File: config.mk
export PLATFORM = sky130hd
export DESIGN_NAME = ssd_scan_ctrl
export DESIGN_NICKNAME = d
export VERILOG_FILES = /design/src/rtl/ssd_pkg.sv /design/src/rtl/seg7_decoder.sv /design/src/rtl/ssd_scan_ctrl.sv
export SDC_FILE = /design/constraint.sdc
export NUM_CORES = 1
export LEC_CHECK = 0
export CORE_UTILIZATION = 24
export DETAILED_ROUTE_END_ITERATION = 8
export SETUP_SLACK_MARGIN = 0.3
export SLEW_MARGIN = 40
export SYNTH_ARGS = -nofsm -noshare
export SYNTH_HDL_FRONTEND = slang
export SYNTH_SLANG_ARGS = --single-unit
File: constraint.sdc
create_clock -name clk -period 4.2 [get_ports clk]
set_input_delay 0.63 -clock clk [delete_from_list [all_inputs] [get_ports clk]]
set_output_delay 0.63 -clock clk [all_outputs]
set_load 0.02 [all_outputs]
File: src/rtl/ssd_pkg.sv
// Shared constants for the seven-segment scan controller: blank patterns,
// the active-low segment table and the scan FSM encoding.
package ssd_pkg;

    localparam logic [6:0] SEG_BLANK = 7'h7F;
    localparam logic [3:0] AN_OFF    = 4'b1111;

    // Active-low {g,f,e,d,c,b,a} patterns, entry n is the glyph for hex digit n
    localparam logic [15:0][6:0] SEG_TABLE = {
        7'h0E, 7'h06, 7'h21, 7'h46,   // F E d C
        7'h03, 7'h08, 7'h10, 7'h00,   // b A 9 8
        7'h78, 7'h02, 7'h12, 7'h19,   // 7 6 5 4
        7'h30, 7'h24, 7'h79, 7'h40    // 3 2 1 0
    };

    typedef enum logic {
        ST_DRIVE = 1'b0,
        ST_BLANK = 1'b1
    } scan_state_t;

endpackage

File: src/rtl/seg7_decoder.sv
// Combinational hex nibble to active-low seven-segment pattern.
module seg7_decoder
    import ssd_pkg::*;
(
    input  logic [3:0] nibble,
    output logic [6:0] seg
);

    assign seg = SEG_TABLE[nibble];

endmodule

File: src/rtl/ssd_scan_ctrl.sv
// Four-digit seven-segment scan controller with double-buffered data load.
// New words land in the display register only on frame boundaries, and each
// digit slot ends with a short all-anodes-off interval to suppress ghosting.
// Optional build macro SSD_LEADING_ZERO_BLANK_EN blanks leading zero digits.
module ssd_scan_ctrl
    import ssd_pkg::*;
#(
    parameter int REFRESH_DIV  = 100000,
    parameter int BLANK_CYCLES = 200
) (
    input  logic        clk,
    input  logic        rst,
    input  logic [15:0] data_in,
    input  logic        data_valid,
    output logic        data_ready,
    input  logic        dp_in,
    output logic [1:0]  control,
    output logic [3:0]  an,
    output logic [6:0]  seg,
    output logic        dp
);

    localparam int CNT_W     = (REFRESH_DIV > 1) ? $clog2(REFRESH_DIV) : 1;
    localparam int DRIVE_LEN = REFRESH_DIV - BLANK_CYCLES;
    localparam logic [CNT_W-1:0] CNT_LAST   = CNT_W'(REFRESH_DIV - 1);
    localparam logic [CNT_W-1:0] DRIVE_LAST = CNT_W'(DRIVE_LEN - 1);

    scan_state_t      state, state_next;
    logic [CNT_W-1:0] cnt, cnt_next;
    logic [1:0]       idx, idx_next;
    logic             slot_end, frame_end;

    logic [15:0]      pending, display;
    logic             pending_full;

    logic [3:0]       nibble;
    logic [6:0]       seg_dec;
    logic             lead_blank;
    logic [3:0]       an_next;
    logic [6:0]       seg_next;
    logic             dp_next;

    assign slot_end   = (cnt == CNT_LAST);
    assign frame_end  = slot_end && (idx == 2'd3);
    assign control    = idx;
    assign data_ready = ~pending_full;
    assign nibble     = display[{idx, 2'b00} +: 4];

    seg7_decoder u_dec (
        .nibble (nibble),
        .seg    (seg_dec)
    );

`ifdef SSD_LEADING_ZERO_BLANK_EN
    // Suppress a digit when it and every more significant nibble are zero
    always_comb begin
        lead_blank = 1'b0;
        case (idx)
            2'd3:    lead_blank = (display[15:12] == 4'h0);
            2'd2:    lead_blank = (display[15:8]  == 8'h00);
            2'd1:    lead_blank = (display[15:4]  == 12'h000);
            default: lead_blank = 1'b0;
        endcase
    end
`else
    assign lead_blank = 1'b0;
`endif

    // Scan state, slot counter and digit index registers
    always_ff @(posedge clk) begin
        if (rst) begin
            state <= ST_DRIVE;
            cnt   <= '0;
            idx   <= 2'd0;
        end else begin
            state <= state_next;
            cnt   <= cnt_next;
            idx   <= idx_next;
        end
    end

    // Next-state logic and the drive/blank output pattern for the current slot
    always_comb begin
        state_next = state;
        cnt_next   = cnt + CNT_W'(1);
        idx_next   = idx;
        an_next    = AN_OFF;
        seg_next   = SEG_BLANK;
        dp_next    = 1'b1;

        if (slot_end) begin
            cnt_next   = '0;
            idx_next   = idx + 2'd1;
            state_next = ST_DRIVE;
        end else if (state == ST_DRIVE && cnt == DRIVE_LAST) begin
            state_next = ST_BLANK;
        end

        if (state == ST_DRIVE) begin
            an_next  = ~(4'b0001 << idx);
            seg_next = lead_blank ? SEG_BLANK : seg_dec;
            dp_next  = dp_in;
        end
    end

    // Double buffer: pending accepts a word, display takes it at frame end
    always_ff @(posedge clk) begin
        if (rst) begin
            pending      <= 16'h0000;
            display      <= 16'h0000;
            pending_full <= 1'b0;
        end else if (frame_end && pending_full) begin
            display      <= pending;
            pending_full <= 1'b0;
        end else if (data_valid && !pending_full) begin
            pending      <= data_in;
            pending_full <= 1'b1;
        end
    end

    // Registered pad outputs, one cycle behind control
    always_ff @(posedge clk) begin
        if (rst) begin
            an  <= AN_OFF;
            seg <= SEG_BLANK;
            dp  <= 1'b1;
        end else begin
            an  <= an_next;
            seg <= seg_next;
            dp  <= dp_next;
        end
    end

endmodule

==> results by group <==
Run
  – Max-cap viol count: 0

Die
  – Core ar.: between 10000 and 15000 µm²
  – Initial core utilization: 0.247
  – Die ar.: between 10000 and 15000 µm²
  – Die height: 113 µm
  – Boundary pin count: 35
  – Die W: 113 µm
  – Cell Rows: 40

Detailed routing
  – DRT iter0 DRCs: between 90 and 100
  – Routed WL: around 6400 µm
  – DRT Pass-1 Iters: 4
  – Final ANT Viol Nets: 0
  – Average routed wire per standard cell: approximately 13 µm
  – DRC viols: 0
  – Via count: 2376
  – Via density: around 4.8

STA
  – Tcrit/Tclk final: 0.598
  – Hold Fails Final Rpt: 0
  – Final setup viols: 0
  – Tmin final: roughly 2.5 ns
  – Max_slew headroom: 0.467
  – Setup TNS: 0 ns
  – Setup Skew: 0.00745 ns
  – Achievable Freq: ~0.4 GHz
  – Max Slew Vio Count: 0
  – Tightest Pin Transition: 0.799 ns
  – Hold WS: 0.456 ns
  – Unrepaired setup endpoints after global routing: false

Critical path
  – CP cell instances: ha_1, and4bb_1, and4_1, a21o_1, nor2_1
  – Launch point of the worst path: cnt[0]
  – Setup crit start kind: register
  – Critical Path RT: ~4.4 ns
  – Worst r2r src: cnt[0]
  – Arr. time, crit path: 2.71 ns
  – Critical path class: register to register
  – Worst path slowest cell: and4_1
  – Crit path max fanout: 20
  – Crit path capture type: register
  – CP max stage delay: between 0.6 and 0.7 ns

Clocking
  – Worst skew pair latency: roughly 0.33 ns
  – Root cell of the clock tree: clkbuf_16
  – CTS Sinks: 65
  – Post-CTS Setup Bufs: 0
  – Num CTS Buffers: 9
  – Hold Buf Count CTS: 0
  – H-tree Lvls: 3
  – Clk slew on worst S/H paths: approximately 0.060 ns
  – CTS tree: done
  – CTS max path bufs: 2
  – Post_cts resized: 0

Outcome
  – Status: finished clean

Power and ir drop
  – Leakage power: between 1 and 1.5 nW
  – Net Switching: a little over 300 µW
  – Sw Ratio: 0.205
  – Logic pwr share: 0.047
  – VDD IR-drop max: 0.166 mV
  – Pint: between 1 and 1.5 mW
  – Cell Pwr Density: about 410 nW/µm²
  – Clock network power share: 0.527
  – Sequential Power Share: 0.426

Global routing
  – Initial antenna violation count: 0
  – Vias in the first global route: between 2000 and 2500
  – Largest net degree at the start of global routing: 41
  – GRT overflow: 0
  – First-pass GRT wire length: ~11000 µm
  – GRT Resource Usage Total: 0.106

Synthesis
  – Asr flop ratio synth: 0
  – Yosys top cell area share: 0.439
  – Number of enable flip-flop cells after synthesis: 0
  – Main area contributors after synthesis: dfxtp_1 (44%), a21oi_1 (6.6%), nand2_1 (5.6%)
  – Seq cells post-synth: 65
  – Primary FF master, synth: dfxtp_1
  – Ys Warns: 0
  – Syn nets: between 300 and 400
  – Netlist Area Pre-Place: roughly 3000 µm²
  – Syn_area_per_cell: between 9 and 10 µm²
  – Sequential area share after synthesis: 0.439
  – Syn Inst Count: between 300 and 400
  – Synth unique cells: 51
  – Largest area contributor in the netlist: dfxtp_1

Cells and area
  – Cell Count, Final, Fillers Out: 496
  – # diodes: 0
  – Fin util: 0.307
  – # fillers: 1274
  – Share of layout cells above drive strength 1: 0.112
  – Area grow syn2layout: 24.4%
  – Final nets: about 380

Placement
  – Placed cells: roughly 480
  – Routability Congestion: between 0.8 and 0.9
  – Port Buffers: 34
  – Detailed Place HPWL: around 4400 µm

Worst hold path
  – Hold crit path type: register to register
  – HP Start: pending[6]
## power groups by stage
stage	registers, mW	logic [mW]	clock network, mW
finish	0.645	0.0710	0.797
global route	0.646	0.0795	0.843
floorplan	0.659	0.0336	0
CTS	0.644	0.0718	0.815
detailed placement	0.657	0.0716	0
global placement	0.657	0.0709	0
## final cells by class
class | instances | area, µm² | area share
Clock buffer | 11 | 243 | 0.0658
Clock inverter | 5 | 78.8 | 0.0214
Inverter | 9 | 33.8 | 0.00915
Multi-Input combinational cell | 221 | 1480 | 0.401
Sequential cell | 65 | 1300 | 0.353
Tap cell | 147 | 184 | 0.0498
Timing Repair Buffer | 38 | 370 | 0.100
## cell usage in the layout, fill, tap and decap left out, types with 2 or more instances in the layout
| master | Yosys | layout |
|---|---|---|
| a21oi_1 | 39 | 39 |
| nand2b_1 | 2 | 2 |
| o211ai_1 | 2 | 2 |
| or3_1 | 2 | 2 |
| nor2_1 | 19 | 19 |
| clkbuf_16 | 0 | 9 |
| mux4_2 | 2 | 2 |
| mux4_1 | 2 | 2 |
| clkdlybuf4s50_1 | 0 | 34 |
| o31ai_1 | 12 | 12 |
| nand4_1 | 23 | 23 |
| xnor2_1 | 4 | 4 |
| nor3_1 | 2 | 2 |
| bufinv_16 | 0 | 2 |
| or4_1 | 4 | 4 |
| ha_1 | 11 | 11 |
| nand3_1 | 6 | 6 |
| o31ai_2 | 7 | 7 |
| nand2_2 | 2 | 2 |
| and4_1 | 2 | 2 |
| inv_1 | 9 | 9 |
| buf_4 | 4 | 4 |
| dfxtp_1 | 65 | 65 |
| o21ai_1 | 5 | 5 |
| nand2_1 | 44 | 44 |
| clkinv_2 | 0 | 2 |
| a221o_1 | 2 | 2 |
| xor2_1 | 7 | 7 |
## final timing paths
| kind | endpoint | slack (ns) | cells after the start |
|---|---|---|---|
| worst max-delay path | cnt[9] | 1.69 | 5 |
| worst min-delay path | pending[6] | 0.46 | 2 |
| worst max register to register | cnt[9] | 1.69 | 5 |
| worst min register to register | pending[6] | 0.46 | 2 |
## metal layers
layer | part of all wire | GRT usage | wire length [µm]
met1 | 0.51 | 0.139 | 3240
met2 | 0.43 | 0.165 | 2760
met3 | 0.046 | 0.0332 | 294
met4 | 0.010 | 0.0368 | 65
met5 | 0 | 0 | 0
## synthesized netlist by cell type (4+ instances only)
cell type  count
dfxtp_1       65
nand2_1       44
a21oi_1       39
nand4_1       23
nor2_1        19
o31ai_1       12
ha_1          11
inv_1          9
clkbuf_1       7
o31ai_2        7
xor2_1         7
buf_2          6
nand3_1        6
o21ai_1        5
buf_4          4
buf_6          4
or4_1          4
xnor2_1        4
## state kept, by name (all words and copies together), names as in the netlist
name / flops
cnt: 17
display: 16
pending: 16
seg: 7
an: 4
control: 2
dp: 1
pending_full: 1
state: 1
## logic make-up (layout without fill, tap and decap cells)
group,Yosys count,in the layout,share of synthesized area
flip-flops,65,65,0.439
XOR/XNOR,11,11,0.0325
buffers and inverters,33,63,0.0633
multiplexers,5,5,0.0363
adder cells (fa/ha/maj),11,11,0.0464
AND/OR/NAND/NOR,119,119,0.216
AO/OA/AOI/OAI,75,75,0.167
## critical path, delay by kind of cell (launching register included)
kind / cells / cell delay [ns]
adders and majority gates: 1 / 0.34
AOI/OAI and AO/OA: 1 / 0.55
DFF: 1 / 0.44
and+or+nand+nor: 3 / 1.04
## stage by stage
stage | area [µm²] | power [mW] | setup WS (ns)
floorplan | 2970 | 0.693 | 2.14
global placement | 3340 | 0.728 | 1.79
detailed placement | 3360 | 0.729 | 1.72
CTS | 3680 | 1.53 | 1.71
global route | 3690 | 1.57 | 1.48
finish | 3690 | 1.51 | 1.69
(Power assumes the default switching activity.)
